$ cat config.mk
export PLATFORM = sky130hd
export DESIGN_NAME = voting_round_ctrl
export DESIGN_NICKNAME = d
export VERILOG_FILES = /design/src/rtl/voting_round_ctrl.sv
export SDC_FILE = /design/constraint.sdc
export NUM_CORES = 1
export LEC_CHECK = 0
export BUFFER_PORTS_ARGS = -buffer_cell sky130_fd_sc_hd__buf_2
export CORE_UTILIZATION = 35
export DETAILED_ROUTE_END_ITERATION = 8
export GPL_TIMING_DRIVEN = 0
export PLACE_DENSITY = 0.59
export SETUP_SLACK_MARGIN = 0.2
export SLEW_MARGIN = 15
export SYNTH_ARGS = -nofsm -noshare
export SYNTH_HDL_FRONTEND = slang
export SYNTH_SLANG_ARGS = --single-unit
$ cat constraint.sdc
create_clock -name clk -period 5.4 [get_ports clk]
set_input_delay 1.35 -clock clk [delete_from_list [all_inputs] [get_ports clk]]
set_output_delay 1.35 -clock clk [all_outputs]
set_load 0.02 [all_outputs]
$ cat src/rtl/voting_round_ctrl.sv
// Election round controller: round-robin ballot collection, yes/no tally and majority/tie-break decision.
// Optional macro VOTE_TIMEOUT_EN closes the round after TIMEOUT_CYC cycles in COLLECT.
module voting_round_ctrl #(
  parameter int NUM_VOTERS  = 7,
  parameter int CNT_W       = $clog2(NUM_VOTERS + 1),
  parameter int TIMEOUT_CYC = 255
) (
  input  logic                  clk,
  input  logic                  rst_n,
  input  logic                  start,
  input  logic                  close,
  input  logic                  tie_break,
  input  logic [NUM_VOTERS-1:0] req,
  input  logic [NUM_VOTERS-1:0] ballot,
  output logic [NUM_VOTERS-1:0] gnt,
  output logic [NUM_VOTERS-1:0] voted_mask,
  output logic [CNT_W-1:0]      yes_cnt,
  output logic [CNT_W-1:0]      no_cnt,
  output logic                  busy,
  output logic                  result,
  output logic                  result_valid,
  output logic                  timed_out
);

  localparam int PTR_W = $clog2(NUM_VOTERS);

  typedef enum logic [1:0] {IDLE, COLLECT, DECIDE, DONE} state_t;

  state_t                  state_reg;
  logic [PTR_W-1:0]        ptr_reg;
  logic [PTR_W-1:0]        gnt_idx;
  logic [PTR_W-1:0]        ptr_next;
  logic [PTR_W:0]          scan_sum;
  logic [PTR_W-1:0]        scan_idx;
  logic [NUM_VOTERS-1:0]   eligible;
  logic                    gnt_any;
  logic                    ballot_yes;
  logic                    all_voted;
  logic                    tmo_hit;
  logic                    close_hit;
  logic                    round_open;

  // Scan from the pointer, wrapping, and take the first eligible voter.
  always_comb begin
    gnt      = '0;
    gnt_any  = 1'b0;
    gnt_idx  = '0;
    scan_sum = '0;
    scan_idx = '0;
    eligible = req & ~voted_mask;
    if (state_reg == COLLECT) begin
      for (int k = 0; k < NUM_VOTERS; k++) begin
        scan_sum = {1'b0, ptr_reg} + (PTR_W + 1)'(k);
        if (int'(scan_sum) >= NUM_VOTERS)
          scan_sum = scan_sum - (PTR_W + 1)'(NUM_VOTERS);
        scan_idx = scan_sum[PTR_W-1:0];
        if (!gnt_any && eligible[scan_idx]) begin
          gnt[scan_idx] = 1'b1;
          gnt_any       = 1'b1;
          gnt_idx       = scan_idx;
        end
      end
    end
  end

  assign ptr_next   = (gnt_idx == PTR_W'(NUM_VOTERS - 1)) ? '0 : gnt_idx + PTR_W'(1);
  assign ballot_yes = |(gnt & ballot);
  assign all_voted  = &(voted_mask | gnt);
  assign close_hit  = close | tmo_hit;
  assign round_open = ((state_reg == IDLE) || (state_reg == DONE)) && start;

`ifdef VOTE_TIMEOUT_EN
  localparam int TMO_W = $clog2(TIMEOUT_CYC + 1);

  logic [TMO_W-1:0] tmo_cnt_reg;

  assign tmo_hit = (state_reg == COLLECT) && (tmo_cnt_reg == TMO_W'(TIMEOUT_CYC - 1));

  always_ff @(posedge clk or negedge rst_n) begin
    if (!rst_n) begin
      tmo_cnt_reg <= '0;
      timed_out   <= 1'b0;
    end else if (round_open) begin
      tmo_cnt_reg <= '0;
      timed_out   <= 1'b0;
    end else if (state_reg == COLLECT) begin
      tmo_cnt_reg <= tmo_cnt_reg + TMO_W'(1);
      if (tmo_hit)
        timed_out <= 1'b1;
    end
  end
`else
  logic unused_tmo;

  assign tmo_hit    = 1'b0;
  assign timed_out  = 1'b0;
  assign unused_tmo = ^TIMEOUT_CYC;
`endif

  always_ff @(posedge clk or negedge rst_n) begin
    if (!rst_n) begin
      state_reg    <= IDLE;
      ptr_reg      <= '0;
      voted_mask   <= '0;
      yes_cnt      <= '0;
      no_cnt       <= '0;
      busy         <= 1'b0;
      result       <= 1'b0;
      result_valid <= 1'b0;
    end else begin
      case (state_reg)
        IDLE, DONE: begin
          if (start) begin
            state_reg    <= COLLECT;
            voted_mask   <= '0;
            yes_cnt      <= '0;
            no_cnt       <= '0;
            busy         <= 1'b1;
            result       <= 1'b0;
            result_valid <= 1'b0;
          end
        end
        COLLECT: begin
          // A ballot granted in the closing cycle still counts.
          if (gnt_any) begin
            voted_mask <= voted_mask | gnt;
            ptr_reg    <= ptr_next;
            if (ballot_yes)
              yes_cnt <= yes_cnt + CNT_W'(1);
            else
              no_cnt  <= no_cnt + CNT_W'(1);
          end
          if (all_voted || close_hit)
            state_reg <= DECIDE;
        end
        DECIDE: begin
          result       <= (yes_cnt > no_cnt) | ((yes_cnt == no_cnt) & tie_break);
          result_valid <= 1'b1;
          busy         <= 1'b0;
          state_reg    <= DONE;
        end
        default: state_reg <= IDLE;
      endcase
    end
  end

endmodule

==> run metrics, run 1 <==
Final Hold Fails 0; Critical R2R Launch ptr_reg[1]; min-delay worst type flip-flop to flip-flop; Max Slew Vio Count 0; Seq/Total Area, Yosys 0.1395; Synth Area in Adders 0.07174; global placement routability congestion roughly 0.96; H-tree depth 1; number of synthesized register bits 21; number of global-route vias before repair 4357; DRT iter0 DRCs around 460; die area about 11000 µm²; TritonCTS clock tree yes; first-pass GRT wire length 23010 µm; initial antenna violation count 0; multi-input logic area 3592 µm²; Final nets around 640; status finished clean; I/O pin cnt 43; routed vias/inst between 6 and 7; hold path cells 2; Yosys Warn Count 0; Starting Density 0.3633; Worst Hold Endpoint result; CP required just over 4 ns; final wirelength 15130 µm; RR Endpoint no_cnt[0]; Die X-Extent 105.8 µm; num rows 37; Worst Setup SP ptr_reg[2]; DRC viols 0; RSZ-0062 raised after global routing true; TritonCTS Buffers 3; diode count 0; xor and xnor area share after synthesis 0.01860; Final Instance Area roughly 5300 µm²; max_cap viols 0; crit path max fanout 10; Worst EP arrival ~3.9 ns; Distinct cells, synth 89; Final HPWL DP ~11000 µm; die span in y approximately 110 µm; FF+latch area approximately 530 µm²; Setup Skew between 0.004 and 0.005 ns; hold buffers post-CTS 0; CP max stage cell dfrtp_2; layout cells sized above 1 0.3904; worst slew pin tran between 0.6 and 0.7 ns; Peak Freq 191.6 MHz; PortBufs 40; Top delay family on crit path simple AND/OR/NAND/NOR gates; Reg2Reg Depth 26; GR Util All Layers 0.2569; Compound-Gate Fraction of Synth Area 0.3089; ys async rst share 1.000; syn_nets ~540; largest net degree at the start of global routing 22; deepest clock path buffer count 2; Synth Instances approximately 500; Clock Latency Late Sink 0.27 ns; wire length per cell 20.50 µm; CP Class flip-flop to output pin; slowest stage delay, CP 0.40 ns; clock transition at the registers of the reported paths roughly 0.09 ns; Tcrit/Tclk final 0.9665; total core area between 10000 and 15000 µm²; antenna viol nets, final 0; R2R setup slack roughly 0.36 ns; Buf/Inv on CP 6; Critical Path Start Type flip-flop; Mapped Avg Cell Area around 7.5 µm²; vias roughly 4700; most frequent CP cell buf_4; minimum clock period around 5.2 ns; Final Setup Violations 0; CP Capture Type output pin; total gr overflow 0; Root Buffer clkbuf_8; Post-Synth Simple-Gate Area 0.3295; Clock Sinks 21; post-synthesis mux area share 0.07240; Post-DP Area about 4100 µm²; most flop-heavy register voted_mask; Slew headroom 0.5811; fill cell count approximately 990; DR pass1 iterations 6; Hold Startpoint result; Post-synth EDFFs 0; ordered cell list for the critical path buf_8 > clkinvlp_4 > buf_4 > ha_1 > buf_4 > nand2b_1 > a21oi_1 > a211oi_1 > o311ai_2 > nand2_2 > buf_4 > nor3_4 > a311o_1 > or2_1 > and2_4 > buf_6; Layout area overhead 41.85%; Synth Flop Type dfrtp_1; Mapped Area 3767 µm²; main combinational cell family by area after synthesis simple AND/OR/NAND/NOR gates; max FFs per register 7
==> cells by family (layout without fill, tap and decap cells) <==
| group | Yosys count | count (layout) |
|---|---|---|
| other cells | 1 | 1 |
| fa+ha+maj | 21 | 21 |
| buf+inv | 45 | 146 |
| simple gates | 220 | 220 |
| compound gates | 160 | 160 |
| xor+xnor | 8 | 8 |
| flops | 21 | 21 |
| mux | 25 | 25 |
==> per-layer routing <==
layer / track usage / vias up / wire length (µm)
met3: 0.01484 / 37 / 984
met4: 0.07341 / 0 / 359
li1: - / 2132 / -
met2: 0.4262 / 223 / 7179
met5: 0 / - / 0
met1: 0.3580 / 2305 / 6601
==> area by class of cell <==
type,instances,share of cell area
Multi-Input combinational cell,435,0.6722
Timing Repair Buffer,97,0.1281
Sequential cell,21,0.09904
Buffer,28,0.04472
Tap cell,136,0.03184
Inverter,17,0.01545
Clock buffer,3,0.007727
Clock inverter,1,0.0009365
==> worst max-delay path by stage <==
stage	endpoint	slack (ns)	cells after the start
final	gnt[2]	0.18	16
after global routing	gnt[2]	0.09	16
after CTS	gnt[0]	0.20	13
after detailed placement	gnt[6]	-0.72	14
after global placement	gnt[6]	-0.65	14
after floorplan	gnt[2]	0.43	16
==> repair_timing <==
item,4_1_cts,5_1_grt
cloned,0,0
setup buffers,31,26
resized for setup,94,76
pin swaps,22,35
setup endpoints to repair,13,13
==> worst register-to-register path: stages, from the launching register on <==
cell and delay (ns):
dfrtp_2 0.48, inv_4 0.10, ha_4 0.15, inv_4 0.04, fa_2 0.36, buf_6 0.14, xor2_2 0.17, buf_4 0.16
mux2_4 0.29, o211ai_1 0.23, nand2_2 0.15, and4_4 0.21, buf_6 0.13, a31oi_4 0.12, nand4b_1 0.17, buf_4 0.18
buf_6 0.10, buf_6 0.10, buf_6 0.10, buf_6 0.10, buf_4 0.11, buf_4 0.12, buf_6 0.10, o211ai_1 0.20
nand4bb_1 0.24, or3_4 0.40, mux2_4 0.30
==> stage by stage <==
stage	setup TNS [ns]	hold slack (ns)	std cells	setup slack (ns)	util
CTS	0	0.5234	712	0.2008	0.4692
detailed placement	-3.291	0.4922	677	-0.7209	0.3990
global placement	-2.928	0.4877	677	-0.6546	0.3990
global route	0	0.6041	738	0.08569	0.5153
floorplan	0	0.5089	501	0.4311	-
finish	0	0.5236	738	0.1807	0.5153
==> layout by cell type, fill, tap and decap left out, types with 9 or more instances in the layout <==
cell / instances
inv_1: 11
nand3_1: 24
a21oi_1: 34
nand2_1: 31
ha_1: 14
nand2b_1: 14
buf_2: 38
nor3_1: 14
buf_4: 58
dfrtp_1: 18
o211ai_1: 13
nor4_1: 10
nor2_1: 38
o21ai_0: 16
a22o_1: 9
buf_6: 19
==> cells in the mapped netlist, drive strengths merged, types with 3 or more instances <==
| cell type | number | area [µm²] |
|---|---|---|
| nor3 | 18 | 90.09 |
| o2111ai | 3 | 26.28 |
| nand4b | 5 | 43.79 |
| mux2 | 9 | 112.6 |
| clkbuf | 11 | 42.54 |
| nand2 | 34 | 130.1 |
| dfrtp | 21 | 525.5 |
| nand4 | 5 | 37.53 |
| or2 | 5 | 31.28 |
| a221oi | 6 | 71.32 |
| or3 | 10 | 67.56 |
| nand3 | 27 | 135.1 |
| nor2 | 41 | 153.9 |
| a21o | 4 | 30.03 |
| a31oi | 9 | 75.08 |
| a21oi | 39 | 202.7 |
| o21a | 3 | 22.52 |
| a22o | 9 | 78.83 |
| ha | 20 | 250.2 |
| or3b | 3 | 26.28 |
| nand2b | 18 | 112.6 |
| nand3b | 3 | 22.52 |
| inv | 16 | 60.06 |
| o21ai | 25 | 128.9 |
| buf | 17 | 113.9 |
| nor4 | 14 | 108.9 |
| o41ai | 4 | 35.03 |
| and2 | 6 | 37.54 |
| o31ai | 3 | 22.52 |
| or4 | 3 | 22.52 |
| o211ai | 13 | 97.59 |
| xnor2 | 6 | 52.55 |
| nor2b | 13 | 81.33 |
| a211oi | 12 | 100.1 |
| nor3b | 5 | 37.54 |
| mux2i | 16 | 160.2 |
Power of run 1 is left out: the tool's default activity adds up to more than one toggle a clock period on the data nets, which glitch-free logic cannot reach.
==> inputs of run 2 (changes only) <==
--- a/config.mk
+++ b/config.mk
@@ -10,6 +10,7 @@
 export DETAILED_ROUTE_END_ITERATION = 8
 export GPL_TIMING_DRIVEN = 0
 export PLACE_DENSITY = 0.59
+export REMOVE_ABC_BUFFERS = 1
 export SETUP_SLACK_MARGIN = 0.2
 export SLEW_MARGIN = 15
 export SYNTH_ARGS = -nofsm -noshare
==> run 2 against run 1 <==
Highest routed layer unchanged. Sequential share of layout area is 0.33 points higher. Via count is 0.28% lower. Die area stayed put. First-iteration DRC count is 8.8% lower. Worst hold slack worse by 0.0069 ns. Fmax is 0.16% higher. Wire length is 2.1% lower. Worst setup slack better by 0.0084 ns. Non-clock buffer count is 21 lower. Final area is 1.8% lower. Core utilization is 0.95 points lower. Global-route usage is 0.12 points lower.
==> run metrics, run 2 (synthesis gave the netlist of run 1 again) <==
status finished clean; GR Util All Layers 0.2557 (-0.001213); Final Instance Area 5245 µm² (-1.8%); Die X-Extent 105.8 µm (unchanged); first-pass GRT wire length 23080 µm (+0.30%); clock transition at the registers of the reported paths 0.08 ns (about the same); Setup WS post-layout 0.1891 ns (+0.008370 ns); pre-CTS setup slack -1.495 ns (-0.7745 ns); Clock Latency Late Sink 0.27 ns (about the same); wire length per cell 20.63 µm (+0.67%); PortBufs 41 (+2.5%); I/O pin cnt 43 (unchanged); routed vias/inst 6.524 (+2.5%); slowest stage delay, CP 0.51 ns (+0.11 ns); CP Capture Type output pin; total core area 10370 µm² (unchanged); initial antenna violation count 0 (unchanged); Top delay family on crit path simple AND/OR/NAND/NOR gates; crit path max fanout 7 (-3); Layout area overhead 39.22%; Final Hold Fails 0 (unchanged); worst slew pin tran 0.6481 ns (+0.01983 ns); number of global-route vias before repair 4383 (+0.60%); final wirelength 14810 µm (-2.1%); largest net degree at the start of global routing 32 (+45%); die area 11180 µm² (unchanged); Buf/Inv on CP 5 (-1); CP Class flip-flop to output pin; num rows 37 (unchanged); max FFs per register 7 (unchanged); die span in y 105.8 µm (unchanged); Root Buffer clkbuf_8; H-tree depth 1 (unchanged); TritonCTS clock tree yes; most frequent CP cell buf_6; layout cells sized above 1 0.3763 (-0.01408); most common cell after layout, fill and taps aside buf_4; antenna viol nets, final 0 (unchanged); DR pass1 iterations 5 (-1); TritonCTS Buffers 3 (unchanged); Setup Skew 0.008276 ns (+0.003882 ns); Final Setup Violations 0 (unchanged); ordered cell list for the critical path clkinvlp_4 > ha_4 > inv_2 > fa_2 > nor2b_4 > mux2_4 > a221oi_4 > buf_6 > nand2_8 > nand4_4 > buf_6 > nor4_2 > a311o_1 > or2_1 > and2_4 > buf_6; RSZ-0062 raised after global routing true; minimum clock period 5.211 ns (-0.008370 ns); Final HPWL DP 9607 µm (-9.9%); deepest clock path buffer count 2 (unchanged); vias 4684 (-0.28%); Tcrit/Tclk final 0.9650 (-0.001550); Final nets 623 (-3.1%); CP required 4.05 ns (about the same); DRT iter0 DRCs 415 (-8.8%); Clock Sinks 21 (unchanged); Max Slew Vio Count 0 (unchanged); min-delay worst type flip-flop to flip-flop; diode count 0 (unchanged); Critical Path Start Type flip-flop; Worst EP arrival 3.86 ns (about the same); Starting Density 0.3633 (unchanged); end-of-flow core utilization 0.5058 (-0.009531); Peak Freq 191.9 MHz (+0.16%); CP max stage cell dfrtp_4; Post-DP Area 4003 µm² (-3.3%); DRC viols 0 (unchanged); total gr overflow 0 (unchanged); global placement routability congestion 0.9662 (+0.48%); most flop-heavy register voted_mask; most frequent cells in the layout buf_4 (56), nor2_1 (37), buf_2 (35), a21oi_1 (34), nand2_1 (31); Slew headroom 0.5650 (-0.01612); max_cap viols 0 (unchanged); fill cell count 969 (-2.5%)
[run 2: cell types whose count changed in the layout (fill, tap and decap cells not counted), sizes merged]
cell / previous run / this run
inv: 15 / 14
clkbuf: 9 / 4
nand4: 5 / 6
clkinv: 2 / 1
buf: 119 / 104
clkinvlp: 1 / 2
[run 2: area by class of cell]
type                            count  area [µm²]  area share
Multi-Input combinational cell    436        3662      0.6982
Timing Repair Buffer              104       754.5      0.1438
Sequential cell                    21       536.8      0.1023
Tap cell                          136       170.2     0.03244
Inverter                           17       76.32     0.01455
Clock buffer                        4       45.04    0.008588
[run 2: tightest hold or removal path, cell delays in order, from the launching register on]
cell and delay [ns]:
dfrtp_1 0.35, o21ai_0 0.07, o21ai_0 0.06
[run 2: final timing paths]
check / start / to / slack [ns] / cells past startpoint
worst max-delay path: ptr_reg[1] / gnt[2] / 0.19 / 16
worst min-delay path: result / result / 0.52 / 2
worst max register to register: ptr_reg[1] / no_cnt[0] / 0.79 / 18
worst min register to register: result / result / 0.52 / 2
max in group asynchronous: rst_n / ptr_reg[1] / 4.01 / 1
min in group asynchronous: rst_n / result / 1.03 / 1
[run 2: what timing repair did]
| item | 4_1_cts | 5_1_grt |
|---|---|---|
| gates resized for setup | 70 | 70 |
| pin swaps | 18 | 24 |
| hold buffers | 0 | 0 |
| buffers inserted | 37 | 26 |
| endpoints found under the setup margin | 25 | 7 |
| cloned | 1 | 0 |
[run 2: per-stage QoR]
stage	setup TNS, ns	hold WS [ns]	instances
finish	0	0.5166	718
global placement	-60.26	0.4908	650
CTS	0	0.5198	692
global route	0	0.5761	718
detailed placement	-15.44	0.4997	650
floorplan	-18.44	0.5089	473
[run 2: layer usage]
| metal | share of wire | up-vias | track usage |
|---|---|---|---|
| li1 | - | 2085 | - |
| met1 | 0.41 | 2228 | 0.3401 |
| met2 | 0.47 | 307 | 0.4155 |
| met3 | 0.085 | 64 | 0.03092 |
| met4 | 0.043 | 0 | 0.1081 |
| met5 | 0 | - | 0 |
Power of run 2 is left out for the same reason.
